## src/rtl/ram_arbiter_pkg.sv

```systemverilog
// Shared widths, line length and FSM encoding for the RAM port arbiter.
package ram_arbiter_pkg;
  localparam int DATA_W      = 32;
  localparam int DATA_ADDR_W = 32;
  localparam int LINE_BEATS  = 16;

  typedef enum logic [1:0] {
    ST_IDLE = 2'd0,
    ST_OWN  = 2'd1,
    ST_TURN = 2'd2
  } arb_state_e;
endpackage

```

## src/rtl/ram_arbiter_if.sv

```systemverilog
// Cache-side and RAM-side bus of the arbiter. The slave view belongs to the
// arbiter; the master view is the caches plus the RAM model.
interface ram_arbiter_if import ram_arbiter_pkg::*; #(parameter int N_CACHE = 4);
  logic [N_CACHE-1:0]                  c_read;
  logic [N_CACHE-1:0]                  c_write;
  logic [N_CACHE-1:0]                  c_atomic;
  logic [N_CACHE-1:0][DATA_ADDR_W-1:0] c_addr;
  logic [N_CACHE-1:0][DATA_W-1:0]      c_data_w;
  logic [N_CACHE-1:0]                  c_permit;
  logic [N_CACHE-1:0]                  c_wait;
  logic [N_CACHE-1:0][DATA_W-1:0]      c_data_r;
  logic [N_CACHE-1:0]                  c_atomic_i;
  logic [DATA_ADDR_W-1:0]              snoop_addr;
  logic                                mem_read;
  logic                                mem_write;
  logic [DATA_ADDR_W-1:0]              mem_addr;
  logic [DATA_W-1:0]                   mem_data_w;
  logic                                mem_wait;
  logic [DATA_W-1:0]                   mem_data_r;
  logic                                hold_err;

  modport slave (
    input  c_read, c_write, c_atomic, c_addr, c_data_w, mem_wait, mem_data_r,
    output c_permit, c_wait, c_data_r, c_atomic_i, snoop_addr,
           mem_read, mem_write, mem_addr, mem_data_w, hold_err
  );

  modport master (
    output c_read, c_write, c_atomic, c_addr, c_data_w, mem_wait, mem_data_r,
    input  c_permit, c_wait, c_data_r, c_atomic_i, snoop_addr,
           mem_read, mem_write, mem_addr, mem_data_w, hold_err
  );
endinterface

```

## src/rtl/ram_arbiter_rr_pick.sv

```systemverilog
// Combinational round-robin picker: first set request at or above rr_ptr,
// searching cyclically.
module rr_pick #(
  parameter int N_CACHE = 4,
  parameter int IDX_W   = $clog2(N_CACHE)
) (
  input  logic [N_CACHE-1:0] req,
  input  logic [IDX_W-1:0]   rr_ptr,
  output logic [IDX_W-1:0]   idx,
  output logic               valid
);
  logic [IDX_W:0] cand;

  // Scan from the farthest candidate back to rr_ptr so the nearest one wins.
  always_comb begin
    idx   = '0;
    valid = 1'b0;
    cand  = '0;
    for (int k = N_CACHE - 1; k >= 0; k--) begin
      cand = {1'b0, rr_ptr} + (IDX_W + 1)'(k);
      if (cand >= (IDX_W + 1)'(N_CACHE)) cand = cand - (IDX_W + 1)'(N_CACHE);
      if (req[cand[IDX_W-1:0]]) begin
        idx   = cand[IDX_W-1:0];
        valid = 1'b1;
      end
    end
  end
endmodule

```

## src/rtl/ram_arbiter.sv

```systemverilog
// Round-robin owner of the single RAM port; the owner keeps it for a whole
// burst, and atomic write beats are broadcast to the other caches.
module ram_arbiter import ram_arbiter_pkg::*; #(
  parameter int N_CACHE  = 4,
  parameter int MAX_HOLD = 64,
  parameter int HOLD_W   = 7
) (
  input  logic          clk,
  input  logic          reset_n,
  ram_arbiter_if.slave  bus
);
  localparam int IDX_W = $clog2(N_CACHE);

  arb_state_e         state, state_nxt;
  logic [IDX_W-1:0]   owner, rr_ptr, pick_idx;
  logic               pick_valid;
  logic [HOLD_W-1:0]  hold_cnt;
  logic               hold_err_q;
  logic [N_CACHE-1:0] req;
  logic               own_req, timeout, bcast;

  assign req     = bus.c_read | bus.c_write;
  assign own_req = req[owner];
  // Timeout fires in the MAX_HOLD-th OWN cycle, so the owner gets exactly MAX_HOLD cycles.
  assign timeout = (state == ST_OWN) && (hold_cnt == HOLD_W'(MAX_HOLD - 1));
  assign bcast   = (state == ST_OWN) & bus.c_write[owner] & bus.c_atomic[owner] & ~bus.mem_wait;
  assign bus.hold_err = hold_err_q;

  rr_pick #(.N_CACHE(N_CACHE), .IDX_W(IDX_W)) u_pick (
    .req    (req),
    .rr_ptr (rr_ptr),
    .idx    (pick_idx),
    .valid  (pick_valid)
  );

  // Next-state logic.
  always_comb begin
    state_nxt = state;
    case (state)
      ST_IDLE: if (pick_valid) state_nxt = ST_OWN;
      ST_OWN:  if (!own_req || timeout) state_nxt = ST_TURN;
      ST_TURN: state_nxt = ST_IDLE;
      default: state_nxt = ST_IDLE;
    endcase
  end

  // State, owner, round-robin pointer, hold counter and sticky error.
  always_ff @(posedge clk or negedge reset_n) begin
    if (!reset_n) begin
      state      <= ST_IDLE;
      owner      <= '0;
      rr_ptr     <= '0;
      hold_cnt   <= '0;
      hold_err_q <= 1'b0;
    end else begin
      state <= state_nxt;
      if (state == ST_IDLE && pick_valid) begin
        owner    <= pick_idx;
        hold_cnt <= '0;
      end
      if (state == ST_OWN) begin
        if (hold_cnt != HOLD_W'(MAX_HOLD)) hold_cnt <= hold_cnt + 1'b1;
        if (state_nxt == ST_TURN)
          rr_ptr <= (owner == IDX_W'(N_CACHE - 1)) ? '0 : owner + 1'b1;
        if (timeout && own_req) hold_err_q <= 1'b1;
      end
    end
  end

  // Bus muxing from the owner and the atomic snoop broadcast.
  always_comb begin
    bus.c_permit   = '0;
    bus.c_wait     = '1;
    bus.c_atomic_i = '0;
    bus.snoop_addr = '0;
    bus.mem_read   = 1'b0;
    bus.mem_write  = 1'b0;
    bus.mem_addr   = '0;
    bus.mem_data_w = '0;
    for (int j = 0; j < N_CACHE; j++) bus.c_data_r[j] = bus.mem_data_r;
    if (state == ST_OWN) begin
      bus.c_permit[owner] = 1'b1;
      bus.c_wait[owner]   = bus.mem_wait;
      bus.mem_write       = bus.c_write[owner];
      bus.mem_read        = bus.c_read[owner] & ~bus.c_write[owner];
      bus.mem_addr        = bus.c_addr[owner];
      bus.mem_data_w      = bus.c_data_w[owner];
      if (bcast) begin
        bus.snoop_addr = bus.c_addr[owner];
        for (int j = 0; j < N_CACHE; j++) begin
          if (IDX_W'(j) != owner) begin
            bus.c_atomic_i[j] = 1'b1;
            bus.c_data_r[j]   = bus.c_data_w[owner];
          end
        end
      end
    end
  end
endmodule

```

## src/flat_wrapper.sv

```systemverilog
// flat-port wrapper written by rule: the top's interface ports become plain ports
module ram_arbiter_flat import ram_arbiter_pkg::*;
#(
  parameter int N_CACHE  = 4,
  parameter int MAX_HOLD = 64,
  parameter int HOLD_W   = 7
)
  (clk, reset_n, bus_c_read, bus_c_write, bus_c_atomic, bus_c_addr, bus_c_data_w, bus_mem_wait, bus_mem_data_r, bus_c_permit, bus_c_wait, bus_c_data_r, bus_c_atomic_i, bus_snoop_addr, bus_mem_read, bus_mem_write, bus_mem_addr, bus_mem_data_w, bus_hold_err);
  ram_arbiter_if #(.N_CACHE(N_CACHE)) bus_i ();
  input  logic clk;
  input  logic reset_n;
  input wire logic [$bits(bus_i.c_read)-1:0] bus_c_read;
  input wire logic [$bits(bus_i.c_write)-1:0] bus_c_write;
  input wire logic [$bits(bus_i.c_atomic)-1:0] bus_c_atomic;
  input wire logic [$bits(bus_i.c_addr)-1:0] bus_c_addr;
  input wire logic [$bits(bus_i.c_data_w)-1:0] bus_c_data_w;
  input wire logic [$bits(bus_i.mem_wait)-1:0] bus_mem_wait;
  input wire logic [$bits(bus_i.mem_data_r)-1:0] bus_mem_data_r;
  output wire logic [$bits(bus_i.c_permit)-1:0] bus_c_permit;
  output wire logic [$bits(bus_i.c_wait)-1:0] bus_c_wait;
  output wire logic [$bits(bus_i.c_data_r)-1:0] bus_c_data_r;
  output wire logic [$bits(bus_i.c_atomic_i)-1:0] bus_c_atomic_i;
  output wire logic [$bits(bus_i.snoop_addr)-1:0] bus_snoop_addr;
  output wire logic [$bits(bus_i.mem_read)-1:0] bus_mem_read;
  output wire logic [$bits(bus_i.mem_write)-1:0] bus_mem_write;
  output wire logic [$bits(bus_i.mem_addr)-1:0] bus_mem_addr;
  output wire logic [$bits(bus_i.mem_data_w)-1:0] bus_mem_data_w;
  output wire logic [$bits(bus_i.hold_err)-1:0] bus_hold_err;
  assign bus_i.c_read = bus_c_read;
  assign bus_i.c_write = bus_c_write;
  assign bus_i.c_atomic = bus_c_atomic;
  assign bus_i.c_addr = bus_c_addr;
  assign bus_i.c_data_w = bus_c_data_w;
  assign bus_i.mem_wait = bus_mem_wait;
  assign bus_i.mem_data_r = bus_mem_data_r;
  assign bus_c_permit = bus_i.c_permit;
  assign bus_c_wait = bus_i.c_wait;
  assign bus_c_data_r = bus_i.c_data_r;
  assign bus_c_atomic_i = bus_i.c_atomic_i;
  assign bus_snoop_addr = bus_i.snoop_addr;
  assign bus_mem_read = bus_i.mem_read;
  assign bus_mem_write = bus_i.mem_write;
  assign bus_mem_addr = bus_i.mem_addr;
  assign bus_mem_data_w = bus_i.mem_data_w;
  assign bus_hold_err = bus_i.hold_err;
  ram_arbiter #(.N_CACHE(N_CACHE), .MAX_HOLD(MAX_HOLD), .HOLD_W(HOLD_W)) u_core (.clk(clk), .reset_n(reset_n), .bus(bus_i));
endmodule
```

## config.mk

```make
export PLATFORM = sky130hd
export DESIGN_NAME = ram_arbiter_flat
export DESIGN_NICKNAME = d
export VERILOG_FILES = /design/src/rtl/ram_arbiter_pkg.sv /design/src/rtl/ram_arbiter_if.sv /design/src/rtl/ram_arbiter_rr_pick.sv /design/src/rtl/ram_arbiter.sv /design/src/flat_wrapper.sv
export SDC_FILE = /design/constraint.sdc
export NUM_CORES = 1
export LEC_CHECK = 0
export ABC_AREA = 1
export BUFFER_PORTS_ARGS = -buffer_cell sky130_fd_sc_hd__buf_2
export CORE_AREA = 2 2 211 213
export DETAILED_ROUTE_END_ITERATION = 8
export DIE_AREA = 0 0 213 215
export GPL_TIMING_DRIVEN = 0
export PLACE_DENSITY = 0.37
export SETUP_SLACK_MARGIN = 0.4
export SYNTH_ARGS = -nofsm -noshare
export SYNTH_HDL_FRONTEND = slang
export SYNTH_SLANG_ARGS = --single-unit
```

## constraint.sdc

```tcl
create_clock -name clk -period 2.7 [get_ports clk]
set_clock_uncertainty 0.15 [all_clocks]
set_input_delay 0.135 -clock clk [delete_from_list [all_inputs] [get_ports clk]]
set_output_delay 0.135 -clock clk [all_outputs]
set_load 0.02 [all_outputs]
```

# == Word level (Yosys, flattened, before mapping) ==
# Cells that the tools add are included.
# totals
ff_bits,14
latch_bits,0
ram_bits,0
rom_bits,0
output_inout_bits,239
memories,0
# classes
add_sub_neg,9
mul,0
div_mod_pow,0
order_cmp,10
n_eq_ne,8
shift,0
n_mux,61
bitwise,9
n_reduce_logical,10
# ops
op,n
$mux W32,10
$mux W128,2
$bmux W32 S2,2
$mux W2,11
$mux W7,3
$mux W1,19
$bmux W1 S2,8
$mux W4,4
$lt A2 B3 Y1 const B,5
$ge A3 B3 Y1 const B,3
$or A4 B4 Y4,2
$sub A2 B1 Y2 const B,4
$add A7 B1 Y7 const B,1
$eq A7 B6 Y1 const B,1
$ne A7 B7 Y1 const B,1
$add A2 B2 Y3 const B,2
$and A1 B1 Y1,4
$eq A2 B2 Y1 const B,2
$logic_and A1 B1 Y1,4
$ne A2 B2 Y1 const A,2
$not A4 Y4,1
$pmux W2 S2,1
$reduce_and A2 Y1,2
$add A2 B1 Y3 const B,1
11 further kinds,12

# == Longest topological paths before layout ==
# Gate-level depths: netlist of the first run.
# depth
ltp_word,13
ltp_mapped,13

# == Hierarchy ==
# A second synthesis of the first run with hierarchy kept.
# unflattened
cells_unflattened,1329
area_unflattened_um2,6095.8
# by_module_without_submodules
mod,n_inst,cells_each,area_per_inst_um2
ram_arbiter,1,1285,5880.6
rr_pick,1,44,215.2

# == Worst setup path before layout of the first run ==
# No wires, ideal clock.
# synth_timing
path_type,register to output
startpoint,reg u_core.owner[1]
endpoint,out bus_c_data_r[23]
t_arrival_ns,1.957
required_ns,2.415
setup_slack_ns,0.458
path_stages_with_launch,11
n_path_buf,5
cell_sequence,dfrtp_1 > buf_6 > inv_2 > buf_2 > buf_2 > buf_2 > ha_1 > inv_1 > nand2_2 > clkbuf_2 > o21ai_0
# synth_between
elab_chain_len,7
word_cells_on_any_way,13
cone_classes,mux (9); bitwise (3); reduce/logical (1)
# synth_rtl
element,line,source
start: declaration,ram_arbiter.sv:15,"logic [IDX_W-1:0] owner, rr_ptr, pick_idx;"
start signal: assignment,ram_arbiter.sv:58,owner <= pick_idx;
$bmux W1 S2,ram_arbiter.sv:26,assign bcast = (state == ST_OWN) & bus.c_write[owner] & bus.c_atomic[owner] & ~bus.mem_wait;
$mux W1 (implied by the code),ram_arbiter.sv:26,
$and A1 B1 Y1 (3 in a row),ram_arbiter.sv:26,
$mux W128 (*),ram_arbiter.sv:88,if (bcast) begin
$mux W128 (*),ram_arbiter.sv:81,if (state == ST_OWN) begin
end: declaration,flat_wrapper.sv:21,output wire logic [$bits(bus_i.c_data_r)-1:0] bus_c_data_r;
# Mark *: on every way between the ends. The rest lies on a longest branch, timed or not. The select of a mux whose other input is x is not followed.

# == Final worst setup path of the first run ==
# layout_timing
startpoint,reg u_core.owner[0]
endpoint,out bus_c_data_r[65]
# The elaborated chain is that of the path after synthesis.

==> impl_summary.log, run 1 <==
INFO  metric timing.hold.worst.class = in2async
INFO  metric power_density = between 1000 and 1500 nW/um^2
INFO  metric fin_cells = around 2200
INFO  metric yosys.area_share.simple = between 30% and 40%
INFO  metric first_pass_iters = 5
INFO  metric tightest_slew_margin_relative_to_the_limit = about half
INFO  metric wire_length_of_the_first_global_routing_pass = slightly above 60 mm
INFO  metric floorplan.initialDensity = between 10% and 20%
INFO  metric drt_iter0_drc = approximately 660
INFO  metric gp_congestion = around 0.95
INFO  metric vias_in_the_first_global_route = 8850
INFO  metric ioPinCount = 542
INFO  metric ant_nets = 0
INFO  metric die-height = 215 um
INFO  metric final_util = between 20% and 30%
INFO  metric switching_share = about 60%
INFO  metric largest_net_degree_at_the_start_of_global_routing = 15
INFO  metric power.leakage = approximately 6 nW
INFO  metric ys_warn_count = 0
INFO  metric p_int = approximately 0.005 W
INFO  metric cts_tree = built
INFO  metric critical_path_class = reg2out
INFO  metric dpl_worst_slack = -0.423 ns
INFO  metric rr_startpoint = u_core.rr_ptr[0]$_DFFE_PN0P_
INFO  metric crit-reg2reg-capture = u_core.state[0]$_DFF_PN0_
INFO  metric pwr-share-comb = about 95%
INFO  metric floorplan.die.width = around 210 um
INFO  metric gr-usage-all-layers = between 15 and 20%
INFO  metric worst-r2r-cell-count = 10
INFO  metric multi_input_area = 4520 um^2
INFO  metric synth_compound_area_share = between 30% and 40%
INFO  metric setup_repair_after_global_routing_missed_its_margin = true
INFO  metric mappedNetlistArea = 5040 um^2
INFO  metric synth_seq_area_share = just under 7%
INFO  metric crit_start = u_core.owner[0]$_DFFE_PN0P_
INFO  metric cts_root_buffer = sky130_fd_sc_hd__clkbuf_16
INFO  metric remaining_drc_errors = 0
INFO  metric timing.final.ws_setup = around 0.21 ns
INFO  metric global_route_congestion_overflow_total = 0
INFO  metric yosys.area_share.adder = 1.49%
INFO  metric area_growth = 117%
INFO  metric report.final.slew_viol_count = 0
INFO  metric main_combinational_cell_family_by_area_after_synthesis = simple AND/OR/NAND/NOR gates
INFO  metric muxShareOfSynthArea = 0%
INFO  metric synth.distinct_cells = 28
INFO  metric startpoint_type = flip-flop
INFO  metric endpoint_kind = output port
INFO  metric syn-instance-count = 970
INFO  metric worst-r2r-setup-slack = approximately 0.80 ns
INFO  metric register_area = 352 um^2
INFO  metric drive_gt1_share = a little over half
INFO  metric fmax = ~400 MHz
INFO  metric routed-via-count = 9300
INFO  metric nets = 1881
INFO  metric dieArea = around 46000 um^2
INFO  metric nFillCells = approximately 5000
INFO  metric synth_fp_nets = ~1300
INFO  metric switchingPower = 0.00742 W
INFO  metric placedCellCount = 2103
INFO  metric post_drt_via_cell_ratio = between 4 and 5
INFO  metric initial_antenna_violation_count = 10
INFO  metric syn-mean-instance-area = approximately 5.2 um^2
INFO  metric final.period_utilization = ~92%
INFO  metric clkSlewWorstSetupHoldPaths = roughly 0.05 ns
INFO  metric critPathArrivalTime = between 2 and 2.5 ns
INFO  metric postSynthRegisterBits = 14
INFO  metric pin_slew_with_the_least_headroom_to_its_limit = slightly above 0.7 ns
INFO  metric wirelength = ~45 mm
INFO  metric detailedPlacementHpwl = roughly 36 mm
INFO  metric cts_made_buffers = 3
INFO  metric reg_power_share = roughly 2.8%
INFO  metric clock_power_share = about 2.5%
INFO  metric numPortBuffers = about 540
INFO  metric synth_xor_area_share = 0.521%
INFO  metric drv_cap = 0
INFO  metric route.detailed.wl_per_inst = roughly 21 um
INFO  metric ir_drop = between 0.3 and 0.4 mV
INFO  metric cts-htree-levels = 1
INFO  metric timing_hold_violations_final = 0
INFO  metric finalSetupViolCount = 0
INFO  metric timing.critical_path.fanout_max = 8
INFO  metric max-clock-path-buffers = 2
INFO  metric minimum_clock_period = between 2 and 2.5 ns
INFO  metric core.rowCount = 77
INFO  metric coreArea = roughly 44000 um^2
INFO  metric outcome = completed
INFO  metric critPathRequiredTime = roughly 2.4 ns
INFO  metric clock-sinks = 14
INFO  metric worstSkewPairLatency = between 0.2 and 0.25 ns
## synthesized netlist by cell type
cell,instances,area (um^2)
sky130_fd_sc_hd__nor2_4,1,11.3
sky130_fd_sc_hd__o21ai_0,75,375
sky130_fd_sc_hd__nand2_1,285,1070
sky130_fd_sc_hd__or2_2,1,6.26
sky130_fd_sc_hd__buf_2,15,75.1
sky130_fd_sc_hd__inv_2,1,3.75
sky130_fd_sc_hd__buf_4,3,22.5
sky130_fd_sc_hd__o21ai_1,86,430
sky130_fd_sc_hd__nand2_2,5,31.3
sky130_fd_sc_hd__xor2_1,1,8.76
sky130_fd_sc_hd__o21ai_2,41,359
sky130_fd_sc_hd__nand4_1,2,12.5
sky130_fd_sc_hd__buf_6,26,293
sky130_fd_sc_hd__buf_1,3,11.3
sky130_fd_sc_hd__nor3_1,2,10.0
sky130_fd_sc_hd__dfrtp_1,14,350
sky130_fd_sc_hd__a32o_1,33,330
sky130_fd_sc_hd__a21o_1,1,7.51
sky130_fd_sc_hd__inv_1,57,214
sky130_fd_sc_hd__nand3_1,26,130
sky130_fd_sc_hd__clkbuf_2,1,5.00
sky130_fd_sc_hd__nor2_1,178,668
sky130_fd_sc_hd__o22ai_1,32,200
sky130_fd_sc_hd__ha_1,6,75.1
sky130_fd_sc_hd__clkbuf_1,38,143
sky130_fd_sc_hd__xnor2_1,2,17.5
sky130_fd_sc_hd__o22ai_2,1,12.5
sky130_fd_sc_hd__a21oi_1,34,170
## registers in the layout (all words and copies together) (netlist names)
register / cells
u_core.rr_ptr: 2
u_core.hold_cnt: 7
u_core.bus.hold_err: 1
u_core.owner: 2
u_core.state: 2
## timing repair
action / in CTS / in global routing
cloned: 3 / 11
pin swaps: 6 / 38
hold buffers: 1 / 0
gates resized for setup: 211 / 375
setup buffers: 17 / 24
setup endpoints to repair: 238 / 237
hold endpoints to repair: 14 / 0
## critical path, stage by stage, from the launching register on
cell                       delay [ns]
sky130_fd_sc_hd__dfrtp_2         0.45
sky130_fd_sc_hd__clkinv_4        0.10
sky130_fd_sc_hd__buf_12          0.15
sky130_fd_sc_hd__buf_12          0.13
sky130_fd_sc_hd__buf_12          0.12
sky130_fd_sc_hd__ha_2            0.17
sky130_fd_sc_hd__inv_2           0.07
sky130_fd_sc_hd__nand2_4         0.09
sky130_fd_sc_hd__buf_12          0.18
sky130_fd_sc_hd__buf_12          0.15
sky130_fd_sc_hd__o21ai_4         0.17
sky130_fd_sc_hd__buf_6           0.15
## cells by family after synthesis
family | Yosys count
XOR/XNOR | 3
AND/OR/NAND/NOR | 500
buffers and inverters | 144
AO/OA/AOI/OAI | 303
flip-flops | 14
adder cells (fa/ha/maj) | 6
## power by group through the flow
stage                     combinational, W  clock, W  sequential, W
after detailed placement           0.00907         0       0.000349
after CTS                           0.0101  0.000317       0.000347
after global placement             0.00910         0       0.000349
final                               0.0118  0.000311       0.000350
after floorplan                    0.00553         0       0.000329
after global routing                0.0126  0.000333       0.000363
## cell usage in the layout (no fill, tap or decap), drive strengths merged
cell         synthesis  routed
a21oi               34      34
o21ai              202     202
a21o                 1       1
inv                 58      56
a32o                33      33
nand2              290     290
ha                   6       6
nor2               179     179
clkinv               0       1
clkinvlp             0       1
xnor2                2       2
nand4                2       2
o22ai               33      33
clkbuf              39      37
or2                  1       1
buf                 47     649
nor3                 2       2
dlygate4sd3          0       1
diode                0       9
xor2                 1       1
dfrtp               14      14
nand3               26      26
## metal layers
layer	wire length, um	global-route usage, %	up-vias
li1	-	-	4454
met1	20300	24.3	4400
met2	21700	30.8	404
met3	2780	1.94	40
met4	675	3.22	2
met5	13	0	-
## area by class of cell
cell class                      count  share of cell area (%)
Multi-Input combinational cell    812                    41.3
Tap cell                          592                    6.76
Inverter                           58                    2.11
Clock buffer                        4                   0.811
Sequential cell                    14                    3.21
Buffer                             86                    10.1
Timing Repair Buffer              597                    35.5
Antenna cell                        9                   0.206
## per-stage QoR
stage / power [W] / cell area (um^2) / hold slack, ns / TNS, ns
6_report: 0.0124 / 11000 / 0.166 / 0
5_1_grt: 0.0133 / 11000 / 0.222 / 0
4_1_cts: 0.0107 / 9440 / 0.177 / 0
3_5_place_dp: 0.00942 / 8490 / -0.0940 / -21.47
3_3_place_gp: 0.00945 / 8490 / -0.0891 / -23.07
2_1_floorplan: 0.00585 / 5040 / -0.311 / 0
## worst max-delay path by stage
stage                              to  slack (ns)  depth (start not counted)
floorplan            bus_c_data_r[23]        0.46                         10
global placement     bus_c_data_r[56]       -0.42                         11
detailed placement   bus_c_data_r[56]       -0.42                         11
CTS                 bus_snoop_addr[8]        0.18                          9
global route         bus_c_data_r[65]         0.1                         11
finish               bus_c_data_r[65]        0.21                         11
Note: power is estimated with default switching activity, not from simulation.
==> run 2, diff against run 1 <==
- CORE_AREA: 2 2 211 213 -> 2 2 209 211
- DIE_AREA: 0 0 213 215 -> 0 0 211 213
- SKIP_CTS_REPAIR_TIMING: unset -> 1
- clock period: 2.7 -> 3.15 ns (I/O delays scaled with it)
==> run 2 against run 1 <==
Global-route usage shrank 0.80 points. Non-clock buffer count decreased by 51. Critical path depth increased by 1. Sequential share of layout area increased by 0.77 points. Wire length is 7.8% lower. Critical endpoint is now bus_c_data_r[5]. Largest power group unchanged. Highest routed layer unchanged.
==> impl_summary.log, run 2 (synthesis gave the netlist of run 1 again) <==
INFO  metric minimum_clock_period = about 2.7 ns
INFO  metric power_density = 969 nW/um^2 (-15%)
INFO  metric area_growth = 75.4%
INFO  metric placedCellCount = 2057 (-2.2%)
INFO  metric timing_hold_violations_final = 0 (unchanged)
INFO  metric timing.hold.worst.class = in2async
INFO  metric cpPeakStageDelay = 0.35 ns (-0.10 ns)
INFO  metric leading_cell_type_in_the_layout_fill_and_taps_excluded = sky130_fd_sc_hd__buf_2
INFO  metric wire_length_of_the_first_global_routing_pass = 57.5 mm (-5.6%)
INFO  metric startpoint_type = flip-flop
INFO  metric highest_count_cells_in_the_layout_ignoring_fill_and_taps = sky130_fd_sc_hd__buf_2 (528), sky130_fd_sc_hd__nand2_1 (285), sky130_fd_sc_hd__nor2_1 (176), sky130_fd_sc_hd__o21ai_1 (78), sky130_fd_sc_hd__o21ai_0 (75)
INFO  metric clkSlewWorstSetupHoldPaths = 0.05 ns (about the same)
INFO  metric route.detailed.wl_per_inst = 20.3 um (-3.1%)
INFO  metric number_of_flip_flops_in_the_largest_register = 7 (unchanged)
INFO  metric cts_made_buffers = 3 (unchanged)
INFO  metric drv_cap = 0 (unchanged)
INFO  metric dieArea = 44900 um^2 (-1.9%)
INFO  metric numPortBuffers = 541 (unchanged)
INFO  metric finalSetupViolCount = 0 (unchanged)
INFO  metric top_register = u_core.hold_cnt
INFO  metric endpoint_kind = output port
INFO  metric final.period_utilization = between 80% and 90%
INFO  metric tightest_slew_margin_relative_to_the_limit = 57.1% (+5.6 points)
INFO  metric detailed_place.area = 8430 um^2 (-0.68%)
INFO  metric initial_antenna_violation_count = 1 (-9)
INFO  metric ir_drop = 0.369 mV (-3.8%)
INFO  metric path_buf_inv = 9 (+1)
INFO  metric floorplan.initialDensity = 11.8% (+0.26 points)
INFO  metric power.leakage = 5.06 nW (-15%)
INFO  metric nets = 1830 (-2.7%)
INFO  metric global_route_congestion_overflow_total = 0 (unchanged)
INFO  metric routed-via-count = 9006 (-3.2%)
INFO  metric worst-r2r-setup-slack = 1.22 ns (+0.42 ns)
INFO  metric max-clock-path-buffers = 2 (unchanged)
INFO  metric drt_iter0_drc = 595 (-10%)
INFO  metric largest_net_degree_at_the_start_of_global_routing = 15 (unchanged)
INFO  metric fmax = ~370 MHz
INFO  metric pin_slew_with_the_least_headroom_to_its_limit = 0.644 ns (-0.0833 ns)
INFO  metric timing.critical_path.fanout_max = 11 (+3)
INFO  metric setup_repair_after_global_routing_missed_its_margin = true
INFO  metric report.final.slew_viol_count = 0 (unchanged)
INFO  metric post_drt_via_cell_ratio = 4.36 (+1.8%)
INFO  metric ioPinCount = 542 (unchanged)
INFO  metric critPathRequiredTime = 2.84 ns (+0.43 ns)
INFO  metric cts-htree-levels = 1 (unchanged)
INFO  metric coreArea = 42700 um^2 (-2.2%)
INFO  metric critPathMostFrequentCell = sky130_fd_sc_hd__buf_12
INFO  metric critPathArrivalTime = 2.37 ns (+0.16 ns)
INFO  metric core.rowCount = 76 (-1.3%)
INFO  metric crit_start = u_core.owner[1]$_DFFE_PN0P_
INFO  metric fin_cells = 2067 (-4.8%)
INFO  metric gp_congestion = 0.894 (-6.3%)
INFO  metric outcome = completed
INFO  metric drive_gt1_share = 44.9% (-10 points)
INFO  metric rr_startpoint = u_core.rr_ptr[0]$_DFFE_PN0P_
INFO  metric gr_layer_usage_met2 = 30.1% (-0.75 points)
INFO  metric critical-path-slowest-cell = sky130_fd_sc_hd__dfrtp_1
INFO  metric critical_path_class = reg2out
INFO  metric cts_tree = built
INFO  metric wirelength = 42.0 mm (-7.8%)
INFO  metric global_route.usage.met1 = 23.1% (-1.1 points)
INFO  metric gr-usage-all-layers = 17.2% (-0.80 points)
INFO  metric clock-sinks = 14 (unchanged)
INFO  metric detailedPlacementHpwl = 35.0 mm (-3.2%)
INFO  metric first_pass_iters = 5 (unchanged)
INFO  metric cts_root_buffer = sky130_fd_sc_hd__clkbuf_16
INFO  metric crit_chain = buf_6 -> inv_2 -> buf_12 -> buf_12 -> buf_8 -> ha_1 -> inv_1 -> nand2_2 -> buf_12 -> buf_6 -> o21ai_2 -> buf_2
INFO  metric gr_peak_layer = met2
INFO  metric fin_hold_ws = 0.184 ns (+0.0184 ns)
INFO  metric vias_in_the_first_global_route = 8533 (-3.6%)
INFO  metric timing.critical_path.max_delay_family = buffers and inverters
INFO  metric floorplan.die.width = 211 um (-0.94%)
INFO  metric globalRouteMet3Util = 1.84% (-0.11 points)
INFO  metric fin_area = 8850 um^2 (-19%)
INFO  metric die-height = 213 um (-0.93%)
INFO  metric remaining_drc_errors = 0 (unchanged)
INFO  metric ant_nets = 0 (unchanged)
INFO  metric worstSkewPairLatency = 0.25 ns (about the same)
-- run 2: worst paths after layout --
path / endpoint / cells after the start
max in group asynchronous: u_core.owner[0]$_DFFE_PN0P_ / 2
min in group clk: u_core.owner[1]$_DFFE_PN0P_ / 6
max: bus_c_data_r[5] / 12
min reg2reg: u_core.bus.hold_err$_DFFE_PN0P_ / 1
min: u_core.state[0]$_DFF_PN0_ / 2
max reg2reg: u_core.hold_cnt[3]$_DFF_PN0_ / 11
-- run 2: worst reg2reg max path: stages, from the launching register on --
cell	delay [ns]
sky130_fd_sc_hd__dfrtp_1	0.35
sky130_fd_sc_hd__buf_2	0.17
sky130_fd_sc_hd__inv_1	0.20
sky130_fd_sc_hd__nand2_1	0.11
sky130_fd_sc_hd__nand3_1	0.13
sky130_fd_sc_hd__nand2_1	0.08
sky130_fd_sc_hd__nor2_1	0.15
sky130_fd_sc_hd__nand2_1	0.07
sky130_fd_sc_hd__nand2_1	0.10
sky130_fd_sc_hd__buf_4	0.18
sky130_fd_sc_hd__nand3_1	0.08
sky130_fd_sc_hd__o21ai_0	0.08
-- run 2: power breakdown --
part	switching, W	leakage [nW]	internal, W	total, W
combinational	0.00559	4.83	0.00241	0.00800
sequential	0.0000515	0.181	0.000244	0.000295
clock	0.0000809	0.0442	0.000193	0.000274
-- run 2: routing by layer --
metal	share of wire [%]	routed length, um	vias to the layer above
li1	-	-	4330
met3	5.2	2180	30
met1	46	19100	4262
met5	0.031	13	-
met2	48	20000	382
met4	1.4	601	2
-- run 2: through the flow --
step	worst slack, ns	TNS (ns)	util (%)	total power, W
after global routing	0.366	0	20.7	0.00930
after floorplan	0.885	0	-	0.00502
after global placement	-0.119	-0.377	19.8	0.00810
final	0.469	0	20.7	0.00857
after CTS	-0.393	-13.36	20.0	0.00838
after detailed placement	-0.103	-0.372	19.8	0.00808
-- run 2: cell type report --
cell class / instances / area [um^2]
Tap cell: 546 / 683
Fill cell: 5090 / 33800
Buffer: 86 / 727
Multi-Input combinational cell: 812 / 3970
Clock buffer: 4 / 88.8
Sequential cell: 14 / 352
Inverter: 58 / 218
Timing Repair Buffer: 546 / 2810
Antenna cell: 1 / 2.50
==> run 3, diff against run 2 <==
- CTS_BUF_LIST: unset -> sky130_fd_sc_hd__clkbuf_4 sky130_fd_sc_hd__clkbuf_8
==> run 3 against run 2 <==
Count of clock-buffer cells in the layout unchanged. Critical endpoint is now bus_c_data_r[17]. Sequential share of layout area about the same. Total power decreased by 0.71%. Die area unchanged. Sequential power about the same. Critical path depth unchanged. Register-to-register slack about the same. Final area decreased by 0.17%. Setup slack got worse by 0.0052 ns. Wire length increased by 0.26%. First-iteration DRC count increased by 3.9%.
==> impl_summary.log, run 3 (synthesis gave the netlist of run 1 again) <==
INFO  metric top_register = u_core.hold_cnt
INFO  metric dpl_worst_slack = -0.103 ns (unchanged)
INFO  metric timing.critical_path.fanout_max = 11 (unchanged)
INFO  metric route.detailed.wl_per_inst = 20.4 um (+0.26%)
INFO  metric report.final.slew_viol_count = 0 (unchanged)
INFO  metric minimum_clock_period = 2.69 ns (+0.00523 ns)
INFO  metric ant_nets = 0 (unchanged)
INFO  metric die-height = 213 um (unchanged)
INFO  metric power.leakage = 5.05 nW (-0.13%)
INFO  metric startpoint_type = flip-flop
INFO  metric endpoint_kind = output port
INFO  metric wire_length_of_the_first_global_routing_pass = 57.4 mm (about the same)
INFO  metric cpPeakStageDelay = 0.36 ns (about the same)
INFO  metric highest_count_cells_in_the_layout_ignoring_fill_and_taps = sky130_fd_sc_hd__buf_2 (526), sky130_fd_sc_hd__nand2_1 (285), sky130_fd_sc_hd__nor2_1 (176), sky130_fd_sc_hd__o21ai_1 (80), sky130_fd_sc_hd__o21ai_0 (75)
INFO  metric max-clock-path-buffers = 2 (unchanged)
INFO  metric worst-r2r-setup-slack = 1.21 ns (about the same)
INFO  metric multi_input_area = 3970 um^2 (unchanged)
INFO  metric leading_cell_type_in_the_layout_fill_and_taps_excluded = sky130_fd_sc_hd__buf_2
INFO  metric numPortBuffers = 541 (unchanged)
INFO  metric initial_antenna_violation_count = 1 (unchanged)
INFO  metric outcome = completed
INFO  metric register_area = 352 um^2 (unchanged)
INFO  metric power_density = 963 nW/um^2 (-0.54%)
INFO  metric number_of_flip_flops_in_the_largest_register = 7 (unchanged)
INFO  metric area_growth = 75.1%
INFO  metric drt_iter0_drc = 618 (+3.9%)
INFO  metric ir_drop = 0.358 mV (-2.9%)
INFO  metric critPathArrivalTime = 2.38 ns (about the same)
INFO  metric first_pass_iters = 4 (-1)
INFO  metric core.rowCount = 76 (unchanged)
INFO  metric cts_tree = built
INFO  metric critPathRequiredTime = 2.84 ns (about the same)
INFO  metric timing_hold_violations_final = 0 (unchanged)
INFO  metric path_buf_inv = 9 (unchanged)
INFO  metric nFillCells = 5090 (unchanged)
INFO  metric cts_made_buffers = 3 (unchanged)
INFO  metric rr_startpoint = u_core.rr_ptr[0]$_DFFE_PN0P_
INFO  metric worstSkewPairLatency = 0.25 ns (about the same)
INFO  metric fin_area = 8830 um^2 (-0.17%)
INFO  metric cts_root_buffer = sky130_fd_sc_hd__clkbuf_8
INFO  metric global_route_congestion_overflow_total = 0 (unchanged)
INFO  metric critPathMostFrequentCell = sky130_fd_sc_hd__buf_12
INFO  metric fmax = 372 MHz (-0.19%)
INFO  metric routed-via-count = 8950 (-0.62%)
INFO  metric setup_repair_after_global_routing_missed_its_margin = true
INFO  metric nets = 1830 (unchanged)
INFO  metric placedCellCount = 2057 (unchanged)
INFO  metric floorplan.die.width = 211 um (unchanged)
INFO  metric largest_net_degree_at_the_start_of_global_routing = 15 (unchanged)
INFO  metric gp_congestion = 0.894 (unchanged)
INFO  metric final.period_utilization = 85.3% (+0.17 points)
INFO  metric critical_path_class = reg2out
INFO  metric detailed_place.area = 8430 um^2 (unchanged)
INFO  metric floorplan.initialDensity = 11.8% (unchanged)
INFO  metric dieArea = 44900 um^2 (unchanged)
INFO  metric cts-htree-levels = 1 (unchanged)
INFO  metric vias_in_the_first_global_route = 8538 (+0.059%)
INFO  metric fin_cells = 2067 (unchanged)
INFO  metric timing.final.ws_setup = 0.464 ns (-0.00523 ns)
INFO  metric timing.critical_path.max_delay_family = buffers and inverters
INFO  metric clkSlewWorstSetupHoldPaths = 0.06 ns (about the same)
INFO  metric detailedPlacementHpwl = 35.0 mm (unchanged)
INFO  metric clock-sinks = 14 (unchanged)
INFO  metric wirelength = 42.1 mm (+0.26%)
INFO  metric crit_chain = buf_6 -> inv_2 -> buf_12 -> buf_12 -> buf_8 -> ha_1 -> inv_1 -> nand2_2 -> buf_12 -> buf_6 -> o21ai_1 -> buf_2
INFO  metric tightest_slew_margin_relative_to_the_limit = 55.7% (-1.4 points)
INFO  metric remaining_drc_errors = 0 (unchanged)
INFO  metric timing.hold.worst.class = in2async
INFO  metric fin_total_pwr = 0.00851 W (-0.71%)
INFO  metric drive_gt1_share = 44.8% (-0.066 points)
INFO  metric worst-r2r-cell-count = 11 (unchanged)
INFO  metric pin_slew_with_the_least_headroom_to_its_limit = 0.664 ns (+0.0205 ns)
INFO  metric ioPinCount = 542 (unchanged)
INFO  metric fin_hold_ws = 0.186 ns (+0.00151 ns)
INFO  metric coreArea = 42700 um^2 (unchanged)
INFO  metric critical-path-slowest-cell = sky130_fd_sc_hd__dfrtp_1
INFO  metric drv_cap = 0 (unchanged)
INFO  metric gr-usage-all-layers = 17.2% (about the same)
INFO  metric post_drt_via_cell_ratio = 4.33 (-0.62%)
INFO  metric crit-reg2reg-capture = u_core.hold_cnt[3]$_DFF_PN0_
INFO  metric finalSetupViolCount = 0 (unchanged)
-- run 3: cell types whose count changed in the layout (fill, tap and decap cells not counted), sizes merged --
cell	before	now
buf	592	593
clkbuf	43	42
-- run 3: cell type report --
cell class	instances	area share [%]
flip-flops and latches	14	3.98
diodes	1	0.0283
clock buffers	4	0.623
repair buffers	546	31.9
well taps	546	7.73
multi-input cells	812	44.9
plain buffers	86	8.34
inverters	58	2.46
-- run 3: per-stage QoR --
stage                     util (%)  TNS [ns]
after detailed placement      19.8    -0.372
after CTS                     19.9    -13.87
after global routing          20.7         0
after floorplan                  -         0
after global placement        19.8    -0.377
final                         20.7         0
-- run 3: power breakdown --
group          switching, W  total (W)  internal [W]
sequential        0.0000521   0.000296      0.000244
clock             0.0000672   0.000178      0.000111
combinational       0.00561    0.00804       0.00242
total               0.00573    0.00851       0.00278
-- run 3: routing by layer --
layer,vias up,share of wire (%),GRT usage [%]
li1,4326,-,-
met2,391,48,30.1
met1,4203,46,23.1
met5,-,0.031,0
met3,28,5.2,1.84
met4,2,1.3,2.36
-- run 3: worst reg2reg max path, delay by kind of cell (launching register included) --
family / cells / cell delay [ns]
AOI/OAI and AO/OA: 1 / 0.08
buffers and inverters: 3 / 0.55
DFF: 1 / 0.35
and+or+nand+nor: 7 / 0.72
-- run 3: worst max-delay path by stage --
| stage | cells past startpoint | slack [ns] | start | endpoint |
|---|---|---|---|---|
| global route | 12 | 0.36 | u_core.owner[1]$_DFFE_PN0P_ | bus_c_data_r[17] |
| finish | 12 | 0.46 | u_core.owner[1]$_DFFE_PN0P_ | bus_c_data_r[17] |
| floorplan | 10 | 0.89 | u_core.owner[1]$_DFFE_PN0P_ | bus_c_data_r[23] |
| detailed placement | 11 | -0.10 | u_core.owner[1]$_DFFE_PN0P_ | bus_c_data_r[60] |
| global placement | 11 | -0.12 | u_core.owner[1]$_DFFE_PN0P_ | bus_c_data_r[60] |
| CTS | 11 | -0.40 | u_core.owner[1]$_DFFE_PN0P_ | bus_c_data_r[60] |
